--- src/rtl/scoreboard_pkg.sv ---
// Shared definitions for the scoreboard game controller.
// Latency: n/a (types, constants and a combinational helper only).
// Backpressure: n/a.
package scoreboard_pkg;

  localparam int SCORE_W = 7;

  // Display scheduler states.
  typedef enum logic [1:0] {
    ST_ALT  = 2'd0,
    ST_HOLD = 2'd1,
    ST_WIN  = 2'd2
  } state_e;

  // winner_o encodings; the arbiter reuses P1/P2 as its one-hot grant codes.
  localparam logic [1:0] WINNER_NONE = 2'b00;
  localparam logic [1:0] WINNER_P1   = 2'b01;
  localparam logic [1:0] WINNER_P2   = 2'b10;

  // Increment that sticks at max_v.
  function automatic logic [SCORE_W-1:0] sat_inc(input logic [SCORE_W-1:0] s,
                                                 input logic [SCORE_W-1:0] max_v);
    return (s >= max_v) ? s : s + 7'd1;
  endfunction

endpackage

--- src/rtl/score_arbiter.sv ---
// Round-robin arbiter folding both players' short presses onto one update port.
// Latency: fresh request granted combinationally; the loser of a tie is granted next cycle.
// Backpressure: none upstream; a short for a player already pending is dropped.
//
// Ports: clk_1khz_i/rst_n_i clock and async active-low reset; flush_i clears pending
// and suppresses grants; req_i {p2,p1} short presses; gnt_vld_o/gnt_o one-hot grant.
module score_arbiter
  import scoreboard_pkg::*;
(
  input  logic       clk_1khz_i,
  input  logic       rst_n_i,
  input  logic       flush_i,
  input  logic [1:0] req_i,
  output logic       gnt_vld_o,
  output logic [1:0] gnt_o
);

  logic       ptr_q, ptr_d;    // 0 = P1 wins a tie, 1 = P2 wins a tie
  logic [1:0] pend_q, pend_d;

  always_comb begin
    gnt_vld_o = 1'b0;
    gnt_o     = 2'b00;
    ptr_d     = ptr_q;
    pend_d    = pend_q;
    if (flush_i) begin
      pend_d = 2'b00;
    end else if (pend_q != 2'b00) begin
      // Pending request goes first. A repeat from the same player is dropped;
      // a fresh request from the other player has to wait its turn.
      gnt_vld_o = 1'b1;
      gnt_o     = pend_q;
      pend_d    = req_i & ~pend_q;
    end else if (req_i == 2'b11) begin
      gnt_vld_o = 1'b1;
      gnt_o     = ptr_q ? WINNER_P2 : WINNER_P1;
      pend_d    = ptr_q ? WINNER_P1 : WINNER_P2;
      ptr_d     = ~ptr_q;
    end else if (req_i != 2'b00) begin
      gnt_vld_o = 1'b1;
      gnt_o     = req_i;
      // Point at the player that was not just served.
      ptr_d     = req_i[0];
    end
    // The pointer only moves when fresh requests are arbitrated, so servicing
    // the deferred half of a tie does not undo the alternation of tie winners.
  end

  always_ff @(posedge clk_1khz_i or negedge rst_n_i) begin
    if (!rst_n_i) begin
      ptr_q  <= 1'b0;
      pend_q <= 2'b00;
    end else begin
      ptr_q  <= ptr_d;
      pend_q <= pend_d;
    end
  end

endmodule

--- src/rtl/score_controller.sv ---
// Two-player score keeper and display scheduler (ALT / HOLD / WIN).
// Latency: a granted press is visible on scores and display one cycle later.
// Backpressure: none; simultaneous presses are serialised, repeats while pending are dropped.
//
// Ports: clk_1khz_i, rst_n_i (async active-low); p1/p2 _short_i/_long_i one-cycle
// press pulses; p1/p2_score_o scores; score_o/player_sel_o displayed score and
// owner (registered together); winner_o and blink_o win indication.
// Build option: define SCORE_CTRL_WIN_EN to build the WIN state, winner_o and blink_o.
module score_controller
  import scoreboard_pkg::*;
#(
  parameter int MAX_SCORE = 99,
  parameter int WIN_SCORE = 21,
  parameter int DWELL_MS  = 1000,
  parameter int HOLD_MS   = 2000,
  parameter int BLINK_MS  = 250
) (
  input  logic               clk_1khz_i,
  input  logic               rst_n_i,
  input  logic               p1_short_i,
  input  logic               p1_long_i,
  input  logic               p2_short_i,
  input  logic               p2_long_i,
  output logic [SCORE_W-1:0] p1_score_o,
  output logic [SCORE_W-1:0] p2_score_o,
  output logic [SCORE_W-1:0] score_o,
  output logic               player_sel_o,
  output logic [1:0]         winner_o,
  output logic               blink_o
);

  localparam int DWELL_W = $clog2(DWELL_MS);
  localparam int HOLD_W  = $clog2(HOLD_MS);

  if (MAX_SCORE > 99 || WIN_SCORE > MAX_SCORE) begin : g_bad_cfg
    $error("score_controller: MAX_SCORE must be <= 99 and WIN_SCORE <= MAX_SCORE");
  end

  state_e               state_q, state_d;
  logic [SCORE_W-1:0]   p1_q, p1_d, p2_q, p2_d, score_q, score_d;
  logic                 sel_q, sel_d;
  logic [DWELL_W-1:0]   dwell_q, dwell_d;
  logic [HOLD_W-1:0]    hold_q, hold_d;
  logic                 any_long, in_win, gnt_vld;
  logic [1:0]           gnt;

  assign any_long = p1_long_i | p2_long_i;

`ifdef SCORE_CTRL_WIN_EN
  localparam int BLINK_W = $clog2(BLINK_MS);
  logic [1:0]         winner_q, winner_d;
  logic               blink_q, blink_d;
  logic [BLINK_W-1:0] blink_cnt_q, blink_cnt_d;
  assign in_win = (state_q == ST_WIN);
`else
  assign in_win = 1'b0;
`endif

  // Long presses and the WIN state both flush the arbiter, so shorts arriving
  // then neither score nor leave a pending flag behind.
  score_arbiter u_arb (
    .clk_1khz_i (clk_1khz_i),
    .rst_n_i    (rst_n_i),
    .flush_i    (any_long | in_win),
    .req_i      ({p2_short_i, p1_short_i}),
    .gnt_vld_o  (gnt_vld),
    .gnt_o      (gnt)
  );

  always_comb begin
    state_d = state_q;
    p1_d    = p1_q;
    p2_d    = p2_q;
    sel_d   = sel_q;
    dwell_d = dwell_q;
    hold_d  = hold_q;
`ifdef SCORE_CTRL_WIN_EN
    winner_d    = winner_q;
    blink_d     = blink_q;
    blink_cnt_d = blink_cnt_q;
`endif
    if (any_long) begin
      state_d = ST_ALT;
      p1_d    = '0;
      p2_d    = '0;
      sel_d   = 1'b0;
      dwell_d = '0;
      hold_d  = '0;
`ifdef SCORE_CTRL_WIN_EN
      winner_d    = WINNER_NONE;
      blink_d     = 1'b0;
      blink_cnt_d = '0;
`endif
    end else if (gnt_vld) begin
      if (gnt[0]) p1_d = sat_inc(p1_q, SCORE_W'(MAX_SCORE));
      else        p2_d = sat_inc(p2_q, SCORE_W'(MAX_SCORE));
      sel_d   = gnt[1];
      state_d = ST_HOLD;
      hold_d  = '0;
`ifdef SCORE_CTRL_WIN_EN
      if ((gnt[0] ? p1_d : p2_d) == SCORE_W'(WIN_SCORE)) begin
        state_d     = ST_WIN;
        winner_d    = gnt;
        blink_d     = 1'b0;
        blink_cnt_d = '0;
      end
`endif
    end else begin
      case (state_q)
        ST_ALT: begin
          if (dwell_q == DWELL_W'(DWELL_MS - 1)) begin
            sel_d   = ~sel_q;
            dwell_d = '0;
          end else begin
            dwell_d = dwell_q + 1'b1;
          end
        end
        ST_HOLD: begin
          if (hold_q == HOLD_W'(HOLD_MS - 1)) begin
            state_d = ST_ALT;
            dwell_d = '0;
          end else begin
            hold_d = hold_q + 1'b1;
          end
        end
`ifdef SCORE_CTRL_WIN_EN
        ST_WIN: begin
          if (blink_cnt_q == BLINK_W'(BLINK_MS - 1)) begin
            blink_d     = ~blink_q;
            blink_cnt_d = '0;
          end else begin
            blink_cnt_d = blink_cnt_q + 1'b1;
          end
        end
`endif
        default: ;
      endcase
    end
    // Displayed score follows the next selection so both update on one edge.
    score_d = sel_d ? p2_d : p1_d;
  end

  always_ff @(posedge clk_1khz_i or negedge rst_n_i) begin
    if (!rst_n_i) begin
      state_q <= ST_ALT;
      p1_q    <= '0;
      p2_q    <= '0;
      score_q <= '0;
      sel_q   <= 1'b0;
      dwell_q <= '0;
      hold_q  <= '0;
`ifdef SCORE_CTRL_WIN_EN
      winner_q    <= WINNER_NONE;
      blink_q     <= 1'b0;
      blink_cnt_q <= '0;
`endif
    end else begin
      state_q <= state_d;
      p1_q    <= p1_d;
      p2_q    <= p2_d;
      score_q <= score_d;
      sel_q   <= sel_d;
      dwell_q <= dwell_d;
      hold_q  <= hold_d;
`ifdef SCORE_CTRL_WIN_EN
      winner_q    <= winner_d;
      blink_q     <= blink_d;
      blink_cnt_q <= blink_cnt_d;
`endif
    end
  end

  assign p1_score_o   = p1_q;
  assign p2_score_o   = p2_q;
  assign score_o      = score_q;
  assign player_sel_o = sel_q;
`ifdef SCORE_CTRL_WIN_EN
  assign winner_o = winner_q;
  assign blink_o  = blink_q;
`else
  assign winner_o = WINNER_NONE;
  assign blink_o  = 1'b0;
`endif

endmodule
--- config.mk ---
export PLATFORM = sky130hd
export DESIGN_NAME = score_controller
export DESIGN_NICKNAME = d
export VERILOG_FILES = /design/src/rtl/scoreboard_pkg.sv /design/src/rtl/score_arbiter.sv /design/src/rtl/score_controller.sv
export SDC_FILE = /design/constraint.sdc
export NUM_CORES = 1
export LEC_CHECK = 0
export BUFFER_PORTS_ARGS = -buffer_cell sky130_fd_sc_hd__clkbuf_2
export CAP_MARGIN = 20
export CORE_MARGIN = 4
export CORE_UTILIZATION = 52
export DETAILED_ROUTE_END_ITERATION = 8
export GPL_ROUTABILITY_DRIVEN = 1
export PLACE_DENSITY = 0.75
export SYNTH_ARGS = -nofsm -noshare
export SYNTH_HDL_FRONTEND = slang
export SYNTH_SLANG_ARGS = --single-unit
--- constraint.sdc ---
create_clock -name clk_1khz_i -period 2.05 [get_ports clk_1khz_i]
set_input_delay 0.3075 -clock clk_1khz_i [delete_from_list [all_inputs] [get_ports clk_1khz_i]]
set_output_delay 0.3075 -clock clk_1khz_i [all_outputs]
set_load 0.005 [all_outputs]
==> flow_results.xml, run 1 <==
<?xml version="1.0" encoding="UTF-8"?>
<metrics>
  <group name="run_status">
    <metric name="outcome" unit="">finished clean</metric>
  </group>
  <group name="timing">
    <metric name="clock-skew-final" unit="ns">0.00546</metric>
    <metric name="worst_slew_margin_rel" unit="%">59.4</metric>
    <metric name="final_count_of_hold_timing_violations" unit="">0</metric>
    <metric name="final_min_period_over_clock_period" unit="%">96.2</metric>
    <metric name="final_slew_viol_count" unit="">0</metric>
    <metric name="fin_setup_tns" unit="ns">0</metric>
    <metric name="worst_slack" unit="ns">0.0780</metric>
    <metric name="max_freq" unit="GHz">0.507</metric>
    <metric name="slew_at_the_pin_closest_to_its_max_slew_limit" unit="ns">0.609</metric>
    <metric name="post-route-min-period" unit="ns">1.97</metric>
    <metric name="setup_viol_count_final" unit="">0</metric>
  </group>
  <group name="clock_tree">
    <metric name="ctsRootBufferMaster" unit="">sky130_fd_sc_hd__clkbuf_8</metric>
    <metric name="worstSkewPairLatency" unit="ns">0.30</metric>
    <metric name="cts_inserted_buffers" unit="">5</metric>
    <metric name="tritoncts_num_sinks" unit="">47</metric>
    <metric name="clock_tree.buffer_depth" unit="">2</metric>
    <metric name="clk_transition_reported_paths" unit="ns">0.09</metric>
    <metric name="clock_tree_from_tritoncts" unit="">built</metric>
    <metric name="ctsHtreeMaxLevel" unit="">2</metric>
    <metric name="cts_setup_buffers" unit="">0</metric>
  </group>
  <group name="setup_path">
    <metric name="cp_data_required_time" unit="ns">2.24</metric>
    <metric name="kind_of_start_point_of_the_critical_path" unit="">flop</metric>
    <metric name="rr_startpoint" unit="">p2_score_o[0]$_DFF_PN0_</metric>
    <metric name="crit_arrival" unit="ns">2.16</metric>
    <metric name="setup.worst_path.end_class" unit="">flop</metric>
    <metric name="timing.critical_path.slowest_cell_delay" unit="ns">0.39</metric>
    <metric name="worst-path-buf-inv" unit="">0</metric>
    <metric name="crit-reg2reg-capture" unit="">score_o[1]$_DFF_PN0_</metric>
    <metric name="critical-path-slowest-cell" unit="">sky130_fd_sc_hd__dfrtp_1</metric>
    <metric name="critPathTopFamily" unit="">multiplexers</metric>
    <metric name="r2r_slack" unit="ns">0.08</metric>
    <metric name="critPathKind" unit="">flop to flop</metric>
    <metric name="path_cells" unit="">ha_1, nor4_4, a21oi_2, nor4_2, mux2_2, mux2_4</metric>
    <metric name="ff2ff_path_depth" unit="">6</metric>
    <metric name="largest_fanout_on_the_critical_path" unit="">3</metric>
  </group>
  <group name="placed_design">
    <metric name="place.gp.congestion" unit="">0.876</metric>
    <metric name="placement.cell_area" unit="um^2">2830</metric>
    <metric name="dpl_wire_length" unit="mm">3.98</metric>
    <metric name="pre_cts_slack" unit="ns">0.0375</metric>
    <metric name="number_of_port_buffers" unit="">27</metric>
  </group>
  <group name="logic_synthesis">
    <metric name="synthTopCellsByArea" unit="">sky130_fd_sc_hd__dfrtp_1 (46%), sky130_fd_sc_hd__o21ai_0 (3.9%), sky130_fd_sc_hd__mux2i_1 (3.5%)</metric>
    <metric name="syn_area_per_cell" unit="um^2">10.1</metric>
    <metric name="synth-async-reset-ratio" unit="%">100</metric>
    <metric name="ys_dominant_reg_cell" unit="">sky130_fd_sc_hd__dfrtp_1</metric>
    <metric name="netlist-cell-type-count" unit="">53</metric>
    <metric name="synthesis.area" unit="um^2">2540</metric>
    <metric name="synthesis.yosys.warnings" unit="">0</metric>
    <metric name="synthDominantAreaCellType" unit="">sky130_fd_sc_hd__dfrtp_1</metric>
    <metric name="post_synth_most_frequent_cells" unit="">sky130_fd_sc_hd__dfrtp_1 (47), sky130_fd_sc_hd__nand2_1 (24), sky130_fd_sc_hd__nor2_1 (24), sky130_fd_sc_hd__o21ai_0 (20), sky130_fd_sc_hd__a21oi_1 (12)</metric>
    <metric name="synth.most_common_cell" unit="">sky130_fd_sc_hd__dfrtp_1</metric>
    <metric name="synth-seq-cells" unit="">47</metric>
    <metric name="netlist_instances" unit="">251</metric>
    <metric name="synth_sequential_area_ratio" unit="%">46.3</metric>
    <metric name="synth_edf_count" unit="">0</metric>
    <metric name="synth_top_area_share" unit="%">46.3</metric>
  </group>
  <group name="routing">
    <metric name="drtIter0Drc" unit="">192</metric>
    <metric name="antenna_left" unit="">0</metric>
    <metric name="routed_via_density" unit="">5.68</metric>
    <metric name="drc" unit="">0</metric>
    <metric name="wl" unit="mm">5.61</metric>
    <metric name="route.vias.total" unit="">2067</metric>
    <metric name="dr.pass1.iters" unit="">4</metric>
    <metric name="avgRoutedWirePerCell" unit="um">15.4</metric>
  </group>
  <group name="flow_run">
    <metric name="max_cap_violations" unit="">0</metric>
  </group>
  <group name="global_route">
    <metric name="grt_pass1_wl" unit="mm">9.76</metric>
    <metric name="grt_util_all_layers" unit="%">20.0</metric>
    <metric name="vias_in_the_first_global_route" unit="">2069</metric>
    <metric name="overflow" unit="">0</metric>
    <metric name="grt_max_degree" unit="">48</metric>
    <metric name="antenna_found_initial" unit="">0</metric>
  </group>
  <group name="die">
    <metric name="floorplan.core_area" unit="um^2">4720</metric>
    <metric name="floorplan.initialDensity" unit="%">53.8</metric>
    <metric name="placementRows" unit="">25</metric>
    <metric name="number_of_top_level_design_ports" unit="">31</metric>
    <metric name="die_w" unit="um">77.9</metric>
    <metric name="floorplan.die.height" unit="um">77.9</metric>
    <metric name="floorplan.die_area" unit="um^2">6070</metric>
  </group>
  <group name="layout">
    <metric name="fillerInstances" unit="">384</metric>
    <metric name="fin_nets" unit="">306</metric>
    <metric name="antenna_cells_inserted" unit="">0</metric>
    <metric name="finalInstanceArea" unit="um^2">2950</metric>
    <metric name="utilization" unit="%">62.4</metric>
    <metric name="synthToLayoutAreaGrowth" unit="%">16.0</metric>
    <metric name="layout-drive-gt1-share" unit="%">25.3</metric>
  </group>
  <group name="pwr">
    <metric name="p_int" unit="mW">1.25</metric>
    <metric name="power.switching" unit="mW">0.452</metric>
    <metric name="power.share.combinational" unit="%">11.0</metric>
    <metric name="power_switching_share" unit="%">26.5</metric>
    <metric name="power.clock.fraction" unit="%">32.6</metric>
    <metric name="power.share.sequential" unit="%">56.4</metric>
    <metric name="power_density" unit="nW/um^2">579</metric>
    <metric name="irDropWorstVdd" unit="mV">0.423</metric>
    <metric name="p_leak" unit="nW">1.33</metric>
  </group>
  <group name="min_path">
    <metric name="holdCritPathClass" unit="">input port to async pin</metric>
  </group>
</metrics>
==> cells in the final DEF (no fill, tap or decap), drive strengths merged, types with 2 or more instances in the layout <==
cell type and n:
nor4 7, o41ai 2, nor2 24, mux2 6
or3 4, dfrtp 47, nand4b 2, conb 3
nor2b 2, and3 5, mux2i 9, nor3 8
or4 3, clkbuf 33, nand4 6, xor2 4
a31oi 4, a21oi 14, xnor2 6, ha 4
buf 17, o31ai 5, inv 10, nand3 7
o211ai 2, nand2 24, o21ai 21
==> repair_timing <==
item | in CTS | in global routing
gates resized for setup | 0 | 5
hold buffers | 0 | 0
endpoints found under the setup margin | 0 | 3
==> area by class of cell <==
type,count,area [um^2],area share [%]
flip-flops and latches,47,1180,39.9
multi-input cells,188,1300,44.2
repair buffers,44,263,8.92
clock inverters,2,12.5,0.425
well taps,67,83.8,2.85
inverters,10,37.5,1.27
clock buffers,6,72.6,2.46
==> flip-flops by register name, indices dropped and copies added (netlist names) <==
name	flops
p1_score_o	7
hold_q	11
p2_score_o	7
state_q	1
player_sel_o	1
dwell_q	10
score_o	7
u_arb.ptr_q	1
u_arb.pend_q	2
==> power by group through the flow <==
stage | clock network [mW] | registers (mW) | logic (mW)
2_1_floorplan | 0 | 0.976 | 0.115
3_3_place_gp | 0 | 0.978 | 0.181
3_5_place_dp | 0 | 0.979 | 0.184
4_1_cts | 0.577 | 0.961 | 0.186
5_1_grt | 0.617 | 0.964 | 0.207
6_report | 0.557 | 0.961 | 0.188
==> worst reg2reg max path, stage by stage, from the launching register on <==
cell and delay (ns):
sky130_fd_sc_hd__dfrtp_1 0.39, sky130_fd_sc_hd__ha_1 0.25, sky130_fd_sc_hd__nor4_4 0.19, sky130_fd_sc_hd__a21oi_2 0.13, sky130_fd_sc_hd__nor4_2 0.26, sky130_fd_sc_hd__mux2_2 0.38, sky130_fd_sc_hd__mux2_4 0.26
==> kinds of logic after synthesis <==
logic type	after synthesis	share of synthesized area (%)
and+or+nand+nor	99	21.6
AOI/OAI and AO/OA	57	15.8
DFF	47	46.3
buffers and inverters	18	3.99
muxes	15	6.79
xor gates and xnor gates	10	3.45
adders and majority gates	4	1.97
other	1	0.148
==> metrics by stage <==
step / power, mW / instances / hold WS [ns]
2_1_floorplan: 1.09 / 253 / 0.0119
3_3_place_gp: 1.16 / 356 / 0.433
3_5_place_dp: 1.16 / 356 / 0.444
4_1_cts: 1.72 / 364 / 0.116
5_1_grt: 1.79 / 364 / 0.139
6_report: 1.71 / 364 / 0.0858
==> per-layer routing <==
layer	vias to the layer above	track usage, %	part of all wire, %
met4	0	7.17	0.95
met5	-	0	0
li1	1000	-	-
met3	7	3.60	4.3
met1	1013	27.8	47
met2	47	31.4	48
==> worst max path at each step <==
stage	start	endpoint	slack, ns	cells after the start
2_1_floorplan	p2_score_o[0]$_DFF_PN0_	score_o[1]$_DFF_PN0_	0.05	6
3_3_place_gp	p2_score_o[0]$_DFF_PN0_	score_o[1]$_DFF_PN0_	0.09	6
3_5_place_dp	p2_score_o[0]$_DFF_PN0_	score_o[1]$_DFF_PN0_	0.04	6
4_1_cts	p2_score_o[0]$_DFF_PN0_	score_o[1]$_DFF_PN0_	0.02	6
5_1_grt	p2_score_o[0]$_DFF_PN0_	score_o[1]$_DFF_PN0_	-0.04	6
6_report	p2_score_o[0]$_DFF_PN0_	score_o[1]$_DFF_PN0_	0.08	6
Power figures use the tool's default switching activity.
==> inputs of run 2 (changes only) <==
CORE_UTILIZATION = 35   (was 52)
PLACE_DENSITY = not set   (was 0.75)
==> flow_results.xml, run 2 (synthesized netlist as in run 1, its figures left out) <==
<?xml version="1.0" encoding="UTF-8"?>
<metrics>
  <group name="pwr">
    <metric name="p_int" unit="mW">1.38</metric>
    <metric name="power.share.sequential" unit="%">52.8</metric>
    <metric name="irDropWorstVdd" unit="mV">0.250</metric>
    <metric name="power.share.combinational" unit="%">10.5</metric>
    <metric name="power.clock.fraction" unit="%">36.7</metric>
    <metric name="power_switching_share" unit="%">24.4</metric>
    <metric name="power_density" unit="nW/um^2">598</metric>
    <metric name="power.switching" unit="mW">0.445</metric>
    <metric name="p_leak" unit="nW">1.37</metric>
  </group>
  <group name="die">
    <metric name="floorplan.initialDensity" unit="%">36.8</metric>
    <metric name="floorplan.core_area" unit="um^2">6910</metric>
    <metric name="placementRows" unit="">30</metric>
    <metric name="die_w" unit="um">93.2</metric>
    <metric name="number_of_top_level_design_ports" unit="">31</metric>
    <metric name="floorplan.die_area" unit="um^2">8690</metric>
    <metric name="floorplan.die.height" unit="um">93.2</metric>
  </group>
  <group name="layout">
    <metric name="synthToLayoutAreaGrowth" unit="%">19.9</metric>
    <metric name="mostFrequentLayoutCells" unit="">sky130_fd_sc_hd__dfrtp_1 (47), sky130_fd_sc_hd__clkbuf_2 (27), sky130_fd_sc_hd__nand2_1 (24), sky130_fd_sc_hd__nor2_1 (24), sky130_fd_sc_hd__buf_4 (22)</metric>
    <metric name="antenna_cells_inserted" unit="">0</metric>
    <metric name="largest_reg_flops" unit="">11</metric>
    <metric name="layout-drive-gt1-share" unit="%">25.8</metric>
    <metric name="fin_nets" unit="">312</metric>
    <metric name="finalInstanceArea" unit="um^2">3050</metric>
    <metric name="layout.cells.most_common" unit="">sky130_fd_sc_hd__dfrtp_1</metric>
    <metric name="registers.top_by_ff_count" unit="">hold_q</metric>
    <metric name="largestRegisters" unit="">hold_q (11), dwell_q (10)</metric>
  </group>
  <group name="setup_path">
    <metric name="critPathKind" unit="">flop to flop</metric>
    <metric name="kind_of_start_point_of_the_critical_path" unit="">flop</metric>
    <metric name="cp_data_required_time" unit="ns">2.23</metric>
    <metric name="largest_fanout_on_the_critical_path" unit="">3</metric>
    <metric name="setup.worst_path.end_class" unit="">flop</metric>
    <metric name="crit_arrival" unit="ns">2.18</metric>
  </group>
  <group name="clock_tree">
    <metric name="postCtsHoldBufs" unit="">0</metric>
    <metric name="cts_inserted_buffers" unit="">5</metric>
    <metric name="clock_tree.buffer_depth" unit="">2</metric>
    <metric name="ctsHtreeMaxLevel" unit="">2</metric>
    <metric name="clock_tree_from_tritoncts" unit="">built</metric>
    <metric name="tritoncts_num_sinks" unit="">47</metric>
    <metric name="ctsRootBufferMaster" unit="">sky130_fd_sc_hd__clkbuf_8</metric>
    <metric name="clk_transition_reported_paths" unit="ns">0.09</metric>
    <metric name="worstSkewPairLatency" unit="ns">0.30</metric>
  </group>
  <group name="placed_design">
    <metric name="place.gp.congestion" unit="">0.833</metric>
    <metric name="placement.cell_area" unit="um^2">2900</metric>
    <metric name="number_of_port_buffers" unit="">27</metric>
    <metric name="pre_cts_slack" unit="ns">-0.0231</metric>
    <metric name="dpl_wire_length" unit="mm">4.30</metric>
  </group>
  <group name="global_route">
    <metric name="met3_usage" unit="%">2.98</metric>
    <metric name="grt_pass1_wl" unit="mm">9.89</metric>
    <metric name="antenna_found_initial" unit="">0</metric>
    <metric name="grt_max_degree" unit="">25</metric>
    <metric name="busiest_layer" unit="">met2</metric>
    <metric name="global_route.usage.met1" unit="%">19.5</metric>
    <metric name="vias_in_the_first_global_route" unit="">2047</metric>
    <metric name="gr-usage-met2" unit="%">22.7</metric>
    <metric name="grt_util_all_layers" unit="%">14.2</metric>
    <metric name="overflow" unit="">0</metric>
  </group>
  <group name="timing">
    <metric name="worst_slack" unit="ns">0.0557</metric>
    <metric name="tightest_hold_margin" unit="ns">0.00306</metric>
    <metric name="fin_setup_tns" unit="ns">0</metric>
    <metric name="worst_slew_margin_rel" unit="%">60.2</metric>
    <metric name="final_slew_viol_count" unit="">0</metric>
    <metric name="final_min_period_over_clock_period" unit="%">97.3</metric>
    <metric name="unrepaired_setup_endpoints_after_global_routing" unit="">true</metric>
    <metric name="slew_at_the_pin_closest_to_its_max_slew_limit" unit="ns">0.597</metric>
    <metric name="post-route-min-period" unit="ns">1.99</metric>
    <metric name="max_freq" unit="GHz">0.501</metric>
    <metric name="final_count_of_hold_timing_violations" unit="">0</metric>
    <metric name="setup_viol_count_final" unit="">0</metric>
    <metric name="clock-skew-final" unit="ns">0.0140</metric>
  </group>
  <group name="routing">
    <metric name="route.vias.total" unit="">2076</metric>
    <metric name="antenna_left" unit="">0</metric>
    <metric name="routed_via_density" unit="">5.22</metric>
    <metric name="wl" unit="mm">5.79</metric>
    <metric name="drtIter0Drc" unit="">107</metric>
    <metric name="drc" unit="">0</metric>
    <metric name="dr.pass1.iters" unit="">4</metric>
    <metric name="avgRoutedWirePerCell" unit="um">14.5</metric>
  </group>
  <group name="min_path">
    <metric name="holdCritPathClass" unit="">input port to async pin</metric>
  </group>
  <group name="run_status">
    <metric name="outcome" unit="">finished clean</metric>
  </group>
  <group name="flow_run">
    <metric name="max_cap_violations" unit="">0</metric>
  </group>
</metrics>
-- run 2: power groups by stage --
stage | Sequential [mW] | Clock, mW | Combinational, mW
after global placement | 0.979 | 0 | 0.184
after detailed placement | 0.979 | 0 | 0.187
final | 0.962 | 0.668 | 0.191
after floorplan | 0.976 | 0 | 0.115
after global routing | 0.964 | 0.735 | 0.214
after CTS | 0.961 | 0.692 | 0.187
-- run 2: cell type report --
class	count	area, um^2
Fill cell	684	3860
Multi-Input combinational cell	188	1290
Sequential cell	47	1180
Timing Repair Buffer	50	320
Tap cell	96	120
Clock buffer	5	68.8
Clock inverter	2	37.5
Inverter	10	37.5
-- run 2: worst paths after layout --
kind,start,to,slack (ns),cells after the start
hold reg to reg,dwell_q[9]$_DFFE_PN0P_,dwell_q[9]$_DFFE_PN0P_,0.50,1
setup / recovery,p2_score_o[0]$_DFF_PN0_,score_o[1]$_DFF_PN0_,0.06,6
max in group asynchronous,rst_n_i,hold_q[2]$_DFFE_PN0P_,1.41,2
setup reg to reg,p2_score_o[0]$_DFF_PN0_,score_o[1]$_DFF_PN0_,0.06,6
hold / removal,rst_n_i,u_arb.pend_q[1]$_DFFE_PN0P_,0.003,1
min in group clk_1khz_i,p2_short_i,u_arb.pend_q[1]$_DFFE_PN0P_,0.32,3
-- run 2: critical path, cell delays in order, from the launching register on --
cell	delay, ns
sky130_fd_sc_hd__dfrtp_1	0.39
sky130_fd_sc_hd__ha_1	0.25
sky130_fd_sc_hd__nor4_4	0.19
sky130_fd_sc_hd__a21oi_1	0.15
sky130_fd_sc_hd__nor4_1	0.27
sky130_fd_sc_hd__mux2_2	0.37
sky130_fd_sc_hd__mux2_4	0.25
-- run 2: repair_timing --
item	in CTS	in global routing
pin swaps	0	1
setup buffers	0	2
resized for setup	1	1
endpoints found under the setup margin	1	4
-- run 2: metrics by stage --
stage	util (%)	std cells	total power [mW]
2_1_floorplan	-	253	1.09
3_3_place_gp	42.0	389	1.16
3_5_place_dp	42.0	389	1.17
4_1_cts	43.6	396	1.84
5_1_grt	44.1	398	1.91
6_report	44.1	398	1.82
-- run 2: metal layers --
| layer | up-vias | wire, um |
|---|---|---|
| met5 | - | 0 |
| met4 | 0 | 57 |
| met3 | 6 | 206 |
| met2 | 41 | 2700 |
| met1 | 1019 | 2820 |
| li1 | 1010 | - |
